**config.mk**
```make
export PLATFORM = sky130hd
export DESIGN_NAME = alu_issue_ctrl
export DESIGN_NICKNAME = d
export VERILOG_FILES = /design/src/rtl/alu_issue_ctrl.sv
export SDC_FILE = /design/constraint.sdc
export NUM_CORES = 2
export LEC_CHECK = 0
export CAP_MARGIN = 30
export CORE_MARGIN = 2
export CORE_UTILIZATION = 40
export CTS_CLUSTER_DIAMETER = 30
export DETAILED_ROUTE_END_ITERATION = 16
export REMOVE_ABC_BUFFERS = 1
export SLEW_MARGIN = 30
export SYNTH_ARGS = -nofsm -noshare
export SYNTH_HDL_FRONTEND = slang
export SYNTH_SLANG_ARGS = --single-unit
```
**constraint.sdc**
```tcl
create_clock -name clk -period 4.6 [get_ports clk]
set_input_delay 0.92 -clock clk [delete_from_list [all_inputs] [get_ports clk]]
set_output_delay 0.92 -clock clk [all_outputs]
set_load 0.05 [all_outputs]
```
**src/rtl/alu_issue_ctrl.sv**
```systemverilog
// Multi-cycle issue controller for the combinational ALU: decodes MIPS-format words,
// reads operands from a 32x32 register file, drives the ALU, and writes results back.
module alu_issue_ctrl #(
    parameter int NREGS = 32,
    parameter int XLEN  = 32
) (
    input  logic            clk,
    input  logic            rst_n,
    input  logic            instr_valid,
    input  logic [31:0]     instr,
    output logic            instr_ready,
    output logic [5:0]      alu_opcode,
    output logic [5:0]      alu_func,
    output logic [XLEN-1:0] alu_a,
    output logic [XLEN-1:0] alu_b,
    input  logic [XLEN-1:0] alu_result,
    input  logic            alu_zero,
    output logic            done_valid,
    output logic [XLEN-1:0] done_result,
    output logic            done_branch,
    output logic            done_mem,
    output logic            done_illegal,
    input  logic            ld_en,
    input  logic [4:0]      ld_addr,
    input  logic [XLEN-1:0] ld_data,
    input  logic [4:0]      dbg_addr,
    output logic [XLEN-1:0] dbg_data
);

    typedef enum logic [1:0] {
        ST_IDLE,
        ST_EXEC,
        ST_DONE
    } state_t;

    localparam logic [5:0] OP_RTYPE = 6'h00;
    localparam logic [5:0] OP_BEQ   = 6'h04;
    localparam logic [5:0] OP_LW    = 6'h23;
    localparam logic [5:0] OP_SW    = 6'h2B;

    state_t          r_state;
    logic [XLEN-1:0] r_rf [NREGS];
    logic [4:0]      r_rd;
    logic            r_is_rtype;
    logic            r_is_beq;
    logic            r_is_mem;
    logic            r_illegal;

    logic [5:0]      w_opcode;
    logic [5:0]      w_func;
    logic [4:0]      w_rs;
    logic [4:0]      w_rt;
    logic [4:0]      w_rd;
    logic [XLEN-1:0] w_imm_sext;
    logic            w_is_rtype;
    logic            w_is_beq;
    logic            w_is_mem;
    logic            w_illegal;

    assign w_opcode   = instr[31:26];
    assign w_rs       = instr[25:21];
    assign w_rt       = instr[20:16];
    assign w_rd       = instr[15:11];
    assign w_func     = instr[5:0];
    assign w_imm_sext = {{(XLEN-16){instr[15]}}, instr[15:0]};

    always_comb begin
        w_is_rtype = 1'b0;
        if (w_opcode == OP_RTYPE) begin
            case (w_func)
                6'h20, 6'h22, 6'h24, 6'h25, 6'h2A: w_is_rtype = 1'b1;
                default:                           w_is_rtype = 1'b0;
            endcase
        end
    end

    assign w_is_beq  = (w_opcode == OP_BEQ);
    assign w_is_mem  = (w_opcode == OP_LW) || (w_opcode == OP_SW);
    assign w_illegal = !(w_is_rtype || w_is_beq || w_is_mem);

    assign instr_ready = (r_state == ST_IDLE);
    assign dbg_data    = r_rf[dbg_addr];

    // NOTE: all state here uses non-blocking assignments so every register samples
    // pre-edge values; this is what makes a same-cycle preload invisible to the operand read.
    always_ff @(posedge clk or negedge rst_n) begin
        if (!rst_n) begin
            r_state      <= ST_IDLE;
            // NOTE: the register file must come out of reset all-zero, so it is reset
            // here like ordinary flops rather than treated as an uninitialised RAM.
            for (int i = 0; i < NREGS; i++) begin
                r_rf[i] <= '0;
            end
            r_rd         <= '0;
            r_is_rtype   <= 1'b0;
            r_is_beq     <= 1'b0;
            r_is_mem     <= 1'b0;
            r_illegal    <= 1'b0;
            alu_opcode   <= '0;
            alu_func     <= '0;
            alu_a        <= '0;
            alu_b        <= '0;
            done_valid   <= 1'b0;
            done_result  <= '0;
            done_branch  <= 1'b0;
            done_mem     <= 1'b0;
            done_illegal <= 1'b0;
        end else begin
            case (r_state)
                ST_IDLE: begin
                    if (ld_en && (ld_addr != 5'd0)) begin
                        r_rf[ld_addr] <= ld_data;
                    end
                    if (instr_valid) begin
                        alu_opcode <= w_opcode;
                        alu_func   <= w_func;
                        alu_a      <= r_rf[w_rs];
                        alu_b      <= w_is_mem ? w_imm_sext : r_rf[w_rt];
                        r_rd       <= w_rd;
                        r_is_rtype <= w_is_rtype;
                        r_is_beq   <= w_is_beq;
                        r_is_mem   <= w_is_mem;
                        r_illegal  <= w_illegal;
                        r_state    <= ST_EXEC;
                    end
                end
                ST_EXEC: begin
                    done_result  <= alu_result;
                    done_branch  <= r_is_beq & alu_zero;
                    done_mem     <= r_is_mem;
                    done_illegal <= r_illegal;
                    if (r_is_rtype && (r_rd != 5'd0)) begin
                        r_rf[r_rd] <= alu_result;
                    end
                    done_valid   <= 1'b1;
                    r_state      <= ST_DONE;
                end
                ST_DONE: begin
                    done_valid <= 1'b0;
                    r_state    <= ST_IDLE;
                end
                default: begin
                    r_state <= ST_IDLE;
                end
            endcase
        end
    end

endmodule

```
==> results_dict.tcl <==
set metrics [dict create \
    drtIter0Drc 9959 \
    ys_top_cells_by_area "dfrtp_1, mux4_2, mux2_2" \
    hold_path_class "input port to async pin" \
    cts_tree "built" \
    hold_viol 0 \
    synth_flop_cell "dfrtp_1" \
    cts.sinks 1147 \
    drive_gt1_frac 0.4516 \
    path_class "input port to output port" \
    worstSetupEndpointType "output port" \
    nNetsFinal 6057 \
    crit_chain "buf_8, buf_12, buf_4, mux4_2, mux4_2, mux2_2, buf_4" \
    yosysTopAreaCell "dfrtp_1" \
    async_reset_ff_frac 1.000 \
    p_sw_frac 0.3359 \
    finalCriticalPeriod_ns 4.282 \
    hold_slack_ns 0.06591 \
    antenna_found_initial 12 \
    p_leak_nw 39.31 \
    cpPeakStageDelay_ns 0.54 \
    slowest_stage "mux4_2" \
    finClkSkew_ns 0.05504 \
    coreArea_um2 185000 \
    p_int_mw 29.37 \
    use_met1 0.4382 \
    p_seq_frac 0.258 \
    die_w_um 435.0 \
    placed_cells 8095 \
    rsz0062_at_grt "no" \
    max_freq_mhz 233.6 \
    grt_pass1_vias 64121 \
    detail_route.first_pass.iterations 8 \
    clockRootBuffer "clkbuf_16" \
    routed_wl_mm 348.2 \
    grt-ovfl-total 0 \
    antenna_left 0 \
    outcome "complete, no violations" \
    arrival_ns 3.36 \
    place_hpwl_mm 202.5 \
    comb_power_share 0.231 \
    ys_types 48 \
    met2_usage 0.5022 \
    grt_first_pass_wirelength_mm 486.9 \
    path_clk_slew_ns 0.04 \
    htreeDepth 5 \
    track_usage 0.3588 \
    busiest_layer "met2" \
    final_cell_count_no_fill 8667 \
    power_switching_mw 14.85 \
    io_buffer_count 255 \
    cts_buffers 325 \
    final-setup-viol-count 0 \
    tightest_slew_ns 1.076 \
    ctsLongestPathBuffers 4 \
    cp.required_ns 3.68 \
    ios 256 \
    netlist_area_um2 74310 \
    synthCells 5800 \
    initial_utilization 0.4016 \
    path_max_fanout 28 \
    slew_viol_final 0 \
    synth_edf_count 0 \
    clockPowerShare 0.512 \
    min_period_over_period 0.9308 \
    power_density_nw_per_um2 481.9 \
    drc 0 \
    crit_family "multiplexers" \
    ctsHoldBuffers 0 \
    yosys_warnings 0 \
    routabilityCongestion 0.9625 \
    clock_latency_ns 0.93 \
    peakVddDrop_uv 359.1 \
    cts_setup_buffers 0 \
    yosys_register_bits 1147 \
    synth_area_per_cell_um2 12.81 \
    max_slew_margin 0.2829 \
    grt_max_degree 108 \
    fp.dieH_um 435.0 \
    wl_per_cell_um 40.17 \
    cts_resized 0 \
    ys_seq_area_frac 0.3863 \
    worst-path-buf-inv 4 \
    yosysTopAreaCellShare 0.3863 \
    placementRows 158 \
    dieArea_um2 189200 \
    met3_usage 0.1518 \
    vias 64755 \
    critPathLaunchType "input port" \
    vias_per_cell 7.471 \
    syn_to_final_growth_pct 23.47 \
    cap_viol_max_count 0 \
]
[final cells by class]
class	count	area (um^2)
fillers	16026	93290
multi-input cells	3779	42700
flip-flops and latches	1147	28700
clock buffers	433	9178
repair buffers	620	6111
well taps	2480	3103
clock inverters	128	1668
inverters	69	260.3
diodes	11	27.53
[kinds of logic (layout without fill, tap and decap cells)]
logic type,after synthesis,in the layout,share of synthesized area
AOI/OAI and AO/OA,1413,1413,0.1249
buffers and inverters,874,1250,0.04861
other,0,11,0
and+or+nand+nor,401,401,0.02615
DFF,1147,1147,0.3863
adders and majority gates,4,4,0.0006735
muxes,1961,1961,0.4135
[path summary, 6_finish.rpt]
kind | startpoint | endpoint | slack, ns | cells after the start
min in group clk | r_rf[1019] | r_rf[1019] | 0.41 | 0
worst min-delay path | rst_n | r_rf[360] | 0.07 | 1
worst max register to register | r_state[1] | r_rf[847] | 1.08 | 9
max in group asynchronous | rst_n | alu_a[20] | 3.35 | 3
worst min register to register | r_rf[1019] | r_rf[1019] | 0.41 | 0
worst max-delay path | dbg_addr[0] | dbg_data[7] | 0.32 | 7
[cells in the mapped netlist, types with 26 or more instances]
cell type and instances:
a21oi_1 27, or4_1 37, buf_2 187, nand2b_1 33, nand2_1 245, inv_1 69, mux2_2 935, mux2_1 92
a32oi_2 29, o22ai_1 1149, clkbuf_1 563, o21ai_0 78, mux4_2 784, buf_4 26, dfrtp_1 1147, mux2i_1 150
a22oi_1 40, buf_1 29
[cells in the final DEF (no fill, tap or decap), drive strengths merged, types with 4 or more instances in the layout]
master and count:
a211oi 25, a21oi 27, a221o 25, a22oi 40, a32oi 51, a41oi 4
and2 8, and3 13, and3b 5, buf 408, bufinv 35, clkbuf 433
clkdlybuf4s50 212, clkinv 63, clkinvlp 20, dfrtp 1147, diode 11, ha 4
inv 79, mux2 1027, mux2i 150, mux4 784, nand2 245, nand2b 33
nor2 21, nor2b 15, nor3 7, nor3b 7, o21ai 78, o22ai 1149
or4 37
[per-layer routing]
layer,routed length (um),vias up
met5,161,-
met3,52300,1686
met4,31030,12
met2,145700,6116
met1,119000,33143
li1,-,23798
[state kept, by name, summed over array words and instances, names as in the netlist, 2 cells and up]
signal / count
alu_func: 6
alu_a: 32
r_state: 2
alu_opcode: 6
r_rd: 5
done_result: 32
alu_b: 32
r_rf: 1024
[through the flow]
step	instance area [um^2]	TNS [ns]	setup WS, ns	util	power (mW)
after floorplan	70960	-1313.95	-1.606	-	16.31
after global placement	80790	0	0.3057	0.4366	21.29
after detailed placement	80880	0	0.2393	0.4371	21.43
after CTS	91720	0	0.3529	0.4957	43.97
after global routing	91730	0	0.2667	0.4957	45.16
final	91750	0	0.3184	0.4959	44.22
[power groups by stage]
stage	Clock [mW]	Sequential [mW]	Combinational [mW]
2_1_floorplan	0	12.9	3.43
3_3_place_gp	0	11.5	9.82
3_5_place_dp	0	11.5	9.93
4_1_cts	22.6	11.4	9.96
5_1_grt	23.3	11.5	10.5
6_report	22.6	11.4	10.2
[worst reg2reg max path: cells and delay by family (launching register included)]
kind,cells,cell delay (ns)
compound gates,3,0.81
fa+ha+maj,1,0.51
buf+inv,3,0.98
flops,1,0.38
mux,1,0.37
simple gates,1,0.36
(Power assumes the default switching activity.)
